--- config.mk ---
export PLATFORM = sky130hd
export DESIGN_NAME = xain_ioctl_feeder
export DESIGN_NICKNAME = d
export VERILOG_FILES = /design/src/rtl/xain_pkg.sv /design/src/rtl/xain_word_fifo.sv /design/src/rtl/xain_ioctl_feeder.sv
export SDC_FILE = /design/constraint.sdc
export NUM_CORES = 1
export LEC_CHECK = 0
export CAP_MARGIN = 20
export CORE_MARGIN = 10
export CORE_UTILIZATION = 30
export CTS_BUF_LIST = sky130_fd_sc_hd__clkbuf_4
export DETAILED_ROUTE_END_ITERATION = 12
export GPL_ROUTABILITY_DRIVEN = 0
export PLACE_DENSITY = 0.55
export REMOVE_ABC_BUFFERS = 1
export SLEW_MARGIN = 20
export SYNTH_ARGS = -nofsm -noshare
export SYNTH_HDL_FRONTEND = slang
export SYNTH_SLANG_ARGS = --single-unit
export TNS_END_PERCENT = 1
--- constraint.sdc ---
create_clock -name clk -period 3.04 [get_ports clk]
set_input_delay 0.608 -clock clk [delete_from_list [all_inputs] [get_ports clk]]
set_output_delay 0.608 -clock clk [all_outputs]
set_load 0.01 [all_outputs]
--- src/rtl/xain_pkg.sv ---
// Shared types and constants for the Xain'd Sleena loader path.
package xain_pkg;

  localparam int          IOCTL_ADDR_W    = 25;
  localparam logic [15:0] IOCTL_ROM_INDEX = 16'd0;

  typedef enum logic [2:0] {
    FEED_IDLE,
    FEED_LOAD,
    FEED_EMIT,
    FEED_GAP,
    FEED_HOLD,
    FEED_DONE
  } ioctl_feed_state_t;

endpackage

--- src/rtl/xain_word_fifo.sv ---
// Synchronous word FIFO with show-ahead read data; writes when full and reads when empty are dropped.
module xain_word_fifo #(
  parameter int WIDTH = 32,
  parameter int DEPTH = 4
) (
  input  logic             clk,
  input  logic             reset,
  input  logic             wr_en,
  input  logic [WIDTH-1:0] wr_data,
  input  logic             rd_en,
  output logic [WIDTH-1:0] rd_data,
  output logic             full,
  output logic             empty
);

  localparam int AW = $clog2(DEPTH);

  logic [WIDTH-1:0] mem [DEPTH];
  logic [AW:0]      wr_ptr;
  logic [AW:0]      rd_ptr;

  // Extra pointer bit distinguishes full from empty when the indices match.
  assign empty   = (wr_ptr == rd_ptr);
  assign full    = (wr_ptr[AW] != rd_ptr[AW]) && (wr_ptr[AW-1:0] == rd_ptr[AW-1:0]);
  assign rd_data = mem[rd_ptr[AW-1:0]];

  always_ff @(posedge clk) begin
    if (wr_en && !full) mem[wr_ptr[AW-1:0]] <= wr_data;
  end

  always_ff @(posedge clk) begin
    if (reset) begin
      wr_ptr <= '0;
      rd_ptr <= '0;
    end else begin
      if (wr_en && !full) wr_ptr <= wr_ptr + (AW+1)'(1);
      if (rd_en && !empty) rd_ptr <= rd_ptr + (AW+1)'(1);
    end
  end

endmodule

--- src/rtl/xain_ioctl_feeder.sv ---
// Serialises buffered 32-bit words onto the byte-wide ioctl download bus; first strobe 2 cycles after a word
// handshake, one byte per WR_GAP+1 cycles, stalled by ioctl_wait. XAIN_IOCTL_LE_EN selects little-endian byte order.
module xain_ioctl_feeder
  import xain_pkg::*;
#(
  parameter int FIFO_DEPTH = 4,
  parameter int WR_GAP     = 2
) (
  input  logic                    clk,
  input  logic                    reset,
  input  logic                    dl_start,
  input  logic [15:0]             dl_index,
  input  logic                    dl_end,
  input  logic                    word_valid,
  input  logic [31:0]             word_data,
  output logic                    word_ready,
  input  logic                    ioctl_wait,
  output logic                    ioctl_download,
  output logic [15:0]             ioctl_index,
  output logic                    ioctl_wr,
  output logic [IOCTL_ADDR_W-1:0] ioctl_addr,
  output logic [7:0]              ioctl_data,
  output logic                    err
);

  ioctl_feed_state_t       state;
  ioctl_feed_state_t       issue_st;
  logic                    end_flag;
  logic [1:0]              byte_sel;
  logic [IOCTL_ADDR_W-1:0] addr_cnt;
  logic [3:0]              gap_cnt;
  logic [31:0]             fifo_dat;
  logic                    fifo_full;
  logic                    fifo_empty;
  logic                    push;
  logic                    pop;
  logic                    eval;
  logic                    do_emit;
  logic [7:0]              next_byte;

  assign word_ready = ioctl_download && !fifo_full && !end_flag;
  assign push       = word_valid && word_ready;

  xain_word_fifo #(
    .WIDTH (32),
    .DEPTH (FIFO_DEPTH)
  ) u_fifo (
    .clk     (clk),
    .reset   (reset),
    .wr_en   (push),
    .wr_data (word_data),
    .rd_en   (pop),
    .rd_data (fifo_dat),
    .full    (fifo_full),
    .empty   (fifo_empty)
  );

  // Cycles in which the FSM decides what the next cycle does on the bus.
  assign eval = (state == FEED_LOAD) || (state == FEED_HOLD) ||
                (state == FEED_GAP && gap_cnt == 4'd0) ||
                (state == FEED_EMIT && WR_GAP == 0);

  always_comb begin
    issue_st = FEED_LOAD;
    if (!fifo_empty) issue_st = ioctl_wait ? FEED_HOLD : FEED_EMIT;
    else if (end_flag) issue_st = FEED_DONE;
  end

  assign do_emit = eval && (issue_st == FEED_EMIT);
  assign pop     = do_emit && (byte_sel == 2'd3);

`ifdef XAIN_IOCTL_LE_EN
  assign next_byte = fifo_dat[{byte_sel, 3'b000} +: 8];
`else
  assign next_byte = fifo_dat[{~byte_sel, 3'b000} +: 8];
`endif

  always_ff @(posedge clk) begin
    if (reset) begin
      state          <= FEED_IDLE;
      end_flag       <= 1'b0;
      byte_sel       <= 2'd0;
      addr_cnt       <= '0;
      gap_cnt        <= 4'd0;
      ioctl_download <= 1'b0;
      ioctl_index    <= IOCTL_ROM_INDEX;
      ioctl_wr       <= 1'b0;
      ioctl_addr     <= '0;
      ioctl_data     <= 8'd0;
      err            <= 1'b0;
    end else begin
      ioctl_wr <= 1'b0;
      if (dl_start && ioctl_download) err <= 1'b1;
      if (word_valid && state == FEED_IDLE) err <= 1'b1;
      if (dl_end && ioctl_download) end_flag <= 1'b1;

      if (do_emit) begin
        ioctl_wr   <= 1'b1;
        ioctl_addr <= addr_cnt;
        ioctl_data <= next_byte;
        byte_sel   <= byte_sel + 2'd1;
        addr_cnt   <= addr_cnt + IOCTL_ADDR_W'(1);
        if (&addr_cnt) err <= 1'b1;
      end

      if (eval && issue_st == FEED_DONE) ioctl_download <= 1'b0;

      case (state)
        FEED_IDLE: begin
          if (dl_start) begin
            state          <= FEED_LOAD;
            ioctl_download <= 1'b1;
            ioctl_index    <= dl_index;
            addr_cnt       <= '0;
            byte_sel       <= 2'd0;
            end_flag       <= 1'b0;
          end
        end
        FEED_LOAD, FEED_HOLD: state <= issue_st;
        FEED_EMIT: begin
          if (WR_GAP == 0) begin
            state <= issue_st;
          end else begin
            state   <= FEED_GAP;
            gap_cnt <= 4'(WR_GAP - 1);
          end
        end
        FEED_GAP: begin
          if (gap_cnt == 4'd0) state <= issue_st;
          else gap_cnt <= gap_cnt - 4'd1;
        end
        FEED_DONE: state <= FEED_IDLE;
        default:   state <= FEED_IDLE;
      endcase
    end
  end

endmodule

=== Word-level counts from Yosys, hierarchy flattened ===
Memories as Yosys holds them, arrays and structs flattened. A register that Yosys moved wholly into a read port is not among the register bits.
Index checks and enable logic that the tools add are counted.

* Register bits after elaboration: 93
* Memory bits (writable): 128
* Input bits: 54
* Output and inout port bits: 53
* Word-level logic and storage cells: 89
* Memories: 1

* $add $sub $neg: 5
* Equality and inequality tests: 13
* Shift operators: 1
* Mux-type cells: 29
* Bitwise gates (word level): 1
* Reductions and logical operators: 26

{| class="wikitable"
|+ Memory list
! name !! depth !! bits a word !! read ports !! clocked after memory_dff !! wr ports !! RTL line !! source
|-
| u_fifo.mem || 4 || 32 || 1 || 1 || 1 || xain_word_fifo.sv:18 || <nowiki>logic [WIDTH-1:0] mem [DEPTH];</nowiki>
|}

{| class="wikitable"
|+ Operator list
! operator !! number
|-
| two-way mux 25 bit || 3
|-
| variable part select 32 x 6 -> 8 bit || 1
|-
| adder 25 x 1 -> 25 bit, second input constant || 1
|-
| AND reduction 25 bit || 1
|-
| two-way mux 3 bit || 5
|-
| logical AND 1 bit || 13
|-
| two-way mux 1 bit || 13
|-
| case mux 3 bit (4 select lines) || 1
|-
| two-way mux 2 bit || 5
|-
| equality test 3 x 2 -> 1 bit, second input constant || 3
|-
| case mux 4 bit (2 select lines) || 1
|-
| adder 3 x 1 -> 3 bit, second input constant || 2
|-
| equality test 3 bit, second input constant || 2
|-
| AND reduction 2 bit || 3
|-
| logical NOT 4 bit || 1
|-
| two-way mux 4 bit || 1
|-
| != test 2 bit, second input constant || 2
|-
| subtractor 4 x 1 -> 4 bit, second input constant || 1
|-
| equality test 3 x 1 -> 1 bit, second input constant || 1
|-
| equality test 3 bit || 1
|-
| logical NOT 1 bit || 3
|-
| logical NOT 3 bit || 1
|-
| adder 2 x 1 -> 2 bit, second input constant || 1
|-
| equality test 2 bit || 1
|-
| other kinds (7) || 8
|}

=== Longest topological paths before layout ===
* Depth in word-level cells: 9
* Depth in mapped cells: 8
* Mapped depth without buffers: 6

=== Hierarchy ===
From an unflattened synthesis, not the netlist that was laid out.

* Cell total of the unflattened synthesis: 682
* Area total of the unflattened synthesis: 8851.0 µm²

{| class="wikitable"
|+ Modules (own cells, without submodules)
! module !! times used !! cells each !! area an instance (µm²) !! seq. area each (µm²)
|-
| xain_word_fifo || 1 || 235 || 5177.5 || 4003.8
|-
| xain_ioctl_feeder || 1 || 447 || 3673.5 || 1741.7
|}

=== Worst setup path after synthesis ===
Ideal clock, no wire load.

* Path type: flip-flop to flip-flop
* Start: reg u_fifo.wr_ptr[0]
* End: mem u_fifo.mem[3][0], enable pin
* Setup time: 0.393 ns
* Arrival: 1.905 ns
* Data required time: 2.647 ns
* Setup slack: 0.742 ns
* Stages on the path, launching flop included: 4
* Path buffers: 0
* Period minus slack after synthesis: 2.298 ns
* Cell sequence: dfxtp_1 > xnor2_1 > a311oi_2 > and2_1

* Cells in the longest elaborated chain, start to end: 9

{| class="wikitable"
|+ RTL lines
! element !! RTL line !! source
|-
| from (decl) || xain_word_fifo.sv:19 || <nowiki>logic [AW:0] wr_ptr;</nowiki>
|-
| from (signal assigned) || xain_word_fifo.sv:36 || <nowiki>if (wr_en && !full) wr_ptr <= wr_ptr + (AW+1)'(1);</nowiki>
|-
| equality test 2 bit || xain_word_fifo.sv:24 || <nowiki>assign full = (wr_ptr[AW] != rd_ptr[AW]) && (wr_ptr[AW-1:0] == rd_ptr[AW-1:0]);</nowiki>
|-
| logical AND 1 bit || xain_word_fifo.sv:24 ||
|-
| logical NOT 1 bit || xain_word_fifo.sv:28, xain_ioctl_feeder.sv:41 ||
|-
| logical AND 1 bit (2 in a row) || xain_ioctl_feeder.sv:41 || <nowiki>assign word_ready = ioctl_download && !fifo_full && !end_flag;</nowiki>
|-
| logical AND 1 bit || xain_ioctl_feeder.sv:42 || <nowiki>assign push = word_valid && word_ready;</nowiki>
|-
| logical AND 1 bit || xain_word_fifo.sv:28 || <nowiki>if (wr_en && !full) mem[wr_ptr[AW-1:0]] <= wr_data;</nowiki>
|-
| two-way mux 1 bit || xain_word_fifo.sv:28 ||
|-
| two-way mux 1 bit (not written as such) || xain_word_fifo.sv:28 ||
|-
| to (decl) || xain_word_fifo.sv:18 ||
|}

Several ways; a longest one is shown, not always the timed one.

=== Worst setup path in the final report ===
* Start: reg u_fifo.wr_ptr[0]
* End: out word_ready

* Cells in the longest elaborated chain, start to end: 5

{| class="wikitable"
|+ RTL lines
! element !! RTL line !! source
|-
| equality test 2 bit || xain_word_fifo.sv:24 ||
|-
| logical AND 1 bit || xain_word_fifo.sv:24 ||
|-
| logical NOT 1 bit || xain_ioctl_feeder.sv:41 ||
|-
| logical AND 1 bit (2 in a row) || xain_ioctl_feeder.sv:41 ||
|-
| to (decl) || xain_ioctl_feeder.sv:16 || <nowiki>output logic word_ready,</nowiki>
|}

No other way between the ends.

==> impl_results.md <==
* Status: complete, no violations
* Nets@finish at 891
* Fmax at 0.358 GHz
* WHS at 0.443 ns
* All-Layer GR Usage at 11.4%
* CP peak stage delay at 0.54 ns
* Worst Skew at 0.0572 ns
* Final min period at 2.79 ns
* Crit Path Category: register to output pin
* Adder-Cell Fraction of Synth Area at 1.10%
* CP Cell Sequence: xnor2_1, a31oi_1, clkdlybuf4s50_1
* Synth Area in XOR/XNOR at 0.674%
* Place WS at 0.543 ns
* Post-synth EDFFs at 128
* Crit-path slowest cell: clkdlybuf4s50_1
* Layout Cells excl Fill at 1265
* CTS sink cnt at 223
* Initial DRC count at 393
* Ys Warns at 0
* Layout cells sized above 1 at 18.1%
* Initial Util at 30.5%
* Async set or reset register ratio after synthesis at 0%
* WL per Instance at 17.4 um
* Worst Setup End Kind: output pin
* Net Switching at 1.54 mW
* Yosys top cell by area: edfxtp_1
* Post-synth cell types at 51
* Row count at 63
* Complex-gate fraction of the synthesized area at 10.7%
* Seq pwr share at 52.3%
* Leak at 3.66 nW
* Top FF cell, synth: edfxtp_1
* Worst Max-Slew Pin Slew at 0.762 ns
* Max Slew Vio Count at 0
* RSZ-0062 raised after global routing: no
* Peak VDD IR at 307 uV
* Final critical-path setup slack at 0.248 ns
* Worst Path Required at 2.43 ns
* Relative slew slack at 49.0%
* Synthesized instance count at 701
* Max-cap viol count at 0
* CTS tree: built
* Switching Share at 24.6%
* GR Overflow Total at 0
* Hold Path Class: input pin to register
* Arrival time worst endpoint at 2.18 ns
* Largest family of logic cells by synthesized area: simple AND/OR/NAND/NOR gates
* Buf/Inv on CP at 1
* Vias per Instance at 4.89
* Post-synthesis mux area share at 9.91%
* Internal Power at 4.72 mW
* Core area at 29800 um2
* Post-route ant nets at 0
* Max clock buf depth at 3
* Num CTS Buffers at 59
* Mapped Avg Cell Area at 13.0 um2
* Setup Viol. Count Final at 0
* Die height at 194 um
* Final hold violation count at 0
* Startpoint Class: register
* Die footprint at 37700 um2
* DP Wirelength at 13800 um
* Count of state elements after synthesis at 223
* Family with the most delay on the worst path: buffers and inverters
* Clock power share at 40.0%
* Buffer count from post-CTS setup fixing at 0
* # H-tree levels at 2
* Die W at 194 um
* Later-pin clock latency in the skew report at 0.69 ns
* Final Power at 6.26 mW
* Initial antenna violation count at 1
* Crit share post-route at 91.9%
* Crit path max fanout at 6
* Cell Area, Synth at 9090 um2
* Vias at 6187
* PortBufs at 106
* First-pass GRT wire length at 35400 um
* I/O pin count at 107
* Placed Cells incl. Taps at 1158
* Largest net degree at the start of global routing at 77
* Syn-to-layout area delta at 24.9%
* Share of the synthesized area in the top cell type at 42.3%
* DRC violations left at 0
* CTS root buf: clkbuf_4
* Synth area leaders: edfxtp_1 42%, dfxtp_1 21%, mux4_2 7.9%
* Final wirelength at 22000 um
* Register area share after synthesis at 63.2%
* Logic pwr share at 7.7%
* Post-Synth Simple-Gate Area at 11.2%
* DR pass1 iterations at 5
* PwrDens at 551 nW/um2
* Clock transition at path regs at 0.08 ns
* Vias in the first global route at 6430
-- worst reg2reg max path, stage by stage, from the launching register on --
cell      delay, ns
dfxtp_1        0.31
inv_1          0.09
ha_1           0.24
nand3b_4       0.12
o32a_4         0.62
or4_4          0.65
mux2i_1        0.13
-- per-layer routing --
metal	global-route usage, %	part of all wire (%)
met3	3.08	5.7
met2	18.2	49
met4	3.24	1.4
met5	0	0
met1	14.7	44
-- state kept, by name, summed over array words and instances (netlist names), named ones only --
signal	count
addr_cnt	25
byte_sel	2
end_flag	1
err	1
gap_cnt	4
ioctl_addr	25
ioctl_data	8
ioctl_download	1
ioctl_index	16
ioctl_wr	1
state	3
u_fifo.mem	128
u_fifo.rd_ptr	3
u_fifo.wr_ptr	3
-- per-stage QoR --
stage               setup TNS [ns]  cell area [um2]  utilization, %
global placement                 0            10600            35.6
CTS                              0            11300            38.1
detailed placement               0            10600            35.6
floorplan                   -28.42             8830               -
global route                     0            11400            38.1
finish                           0            11400            38.1
-- timing repair --
action                                  in CTS  in global routing
endpoints found under the setup margin       0                  1
hold buffers                                 0                  0
resized for setup                            0                  1
-- synthesized netlist by cell type, drive strengths merged, types with 3 or more instances --
master and count:
edfxtp 128, dfxtp 95, a21oi 63, nand2 56, o21ai 41, nand3 37, clkbuf 35, mux4 32
buf 23, or3 22, mux2i 18, a22oi 16, nand4 16, nor4 13, nor2 10, inv 9
a211o 8, ha 8, o31ai 8, and2 6, or4 6, and3 5, and4 5, xnor2 5
a211oi 3, nand2b 3, nor2b 3, o311ai 3
-- worst paths after layout --
check	start	end	slack, ns	cells after the start
setup / recovery	u_fifo.wr_ptr[0]$_SDFFE_PP0P_	word_ready	0.25	3
hold / removal	reset	addr_cnt[14]$_SDFF_PP0_	0.44	4
setup reg to reg	gap_cnt[0]$_SDFFE_PP0P_	addr_cnt[12]$_SDFF_PP0_	0.77	6
hold reg to reg	ioctl_index[15]$_SDFFE_PP0P_	ioctl_index[15]$_SDFFE_PP0P_	0.45	2
-- cells in the final DEF (no fill, tap or decap), drive strengths merged, types with 6 or more instances in the layout --
master           n
or4              6
nor2            10
clkdlybuf4s50  105
and2             6
inv             11
nor4            13
edfxtp         128
mux4            32
buf             20
nand4           16
a21oi           63
a22oi           16
nand2           56
o31ai            8
dfxtp           95
ha               8
nand3           37
or3             22
mux2i           18
a211o            8
clkinv          19
o21ai           41
clkbuf          84
-- cell type report --
type / instances / area [um2]
Tap cell: 390 / 488
Clock inverter: 22 / 103
Sequential cell: 223 / 5750
Inverter: 9 / 33.8
Timing Repair Buffer: 125 / 1260
Antenna cell: 1 / 2.50
Fill cell: 2966 / 18400
Multi-Input combinational cell: 411 / 3090
Clock buffer: 84 / 631
-- cell families (layout without fill, tap and decap cells) --
kind of cell / Yosys count / count (layout)
muxes: 50 / 50
and+or+nand+nor: 188 / 188
xor gates and xnor gates: 7 / 7
buffers and inverters: 67 / 240
other: 0 / 1
AOI/OAI and AO/OA: 158 / 158
adders and majority gates: 8 / 8
DFF: 223 / 223
-- power groups by stage --
stage | clock [mW] | combinational [mW] | sequential (mW)
global route | 2.77 | 0.531 | 3.28
detailed placement | 0 | 0.485 | 3.34
CTS | 2.60 | 0.487 | 3.27
finish | 2.51 | 0.480 | 3.27
floorplan | 0 | 0.205 | 3.34
global placement | 0 | 0.483 | 3.34
Note: power is estimated with default switching activity, not from simulation.
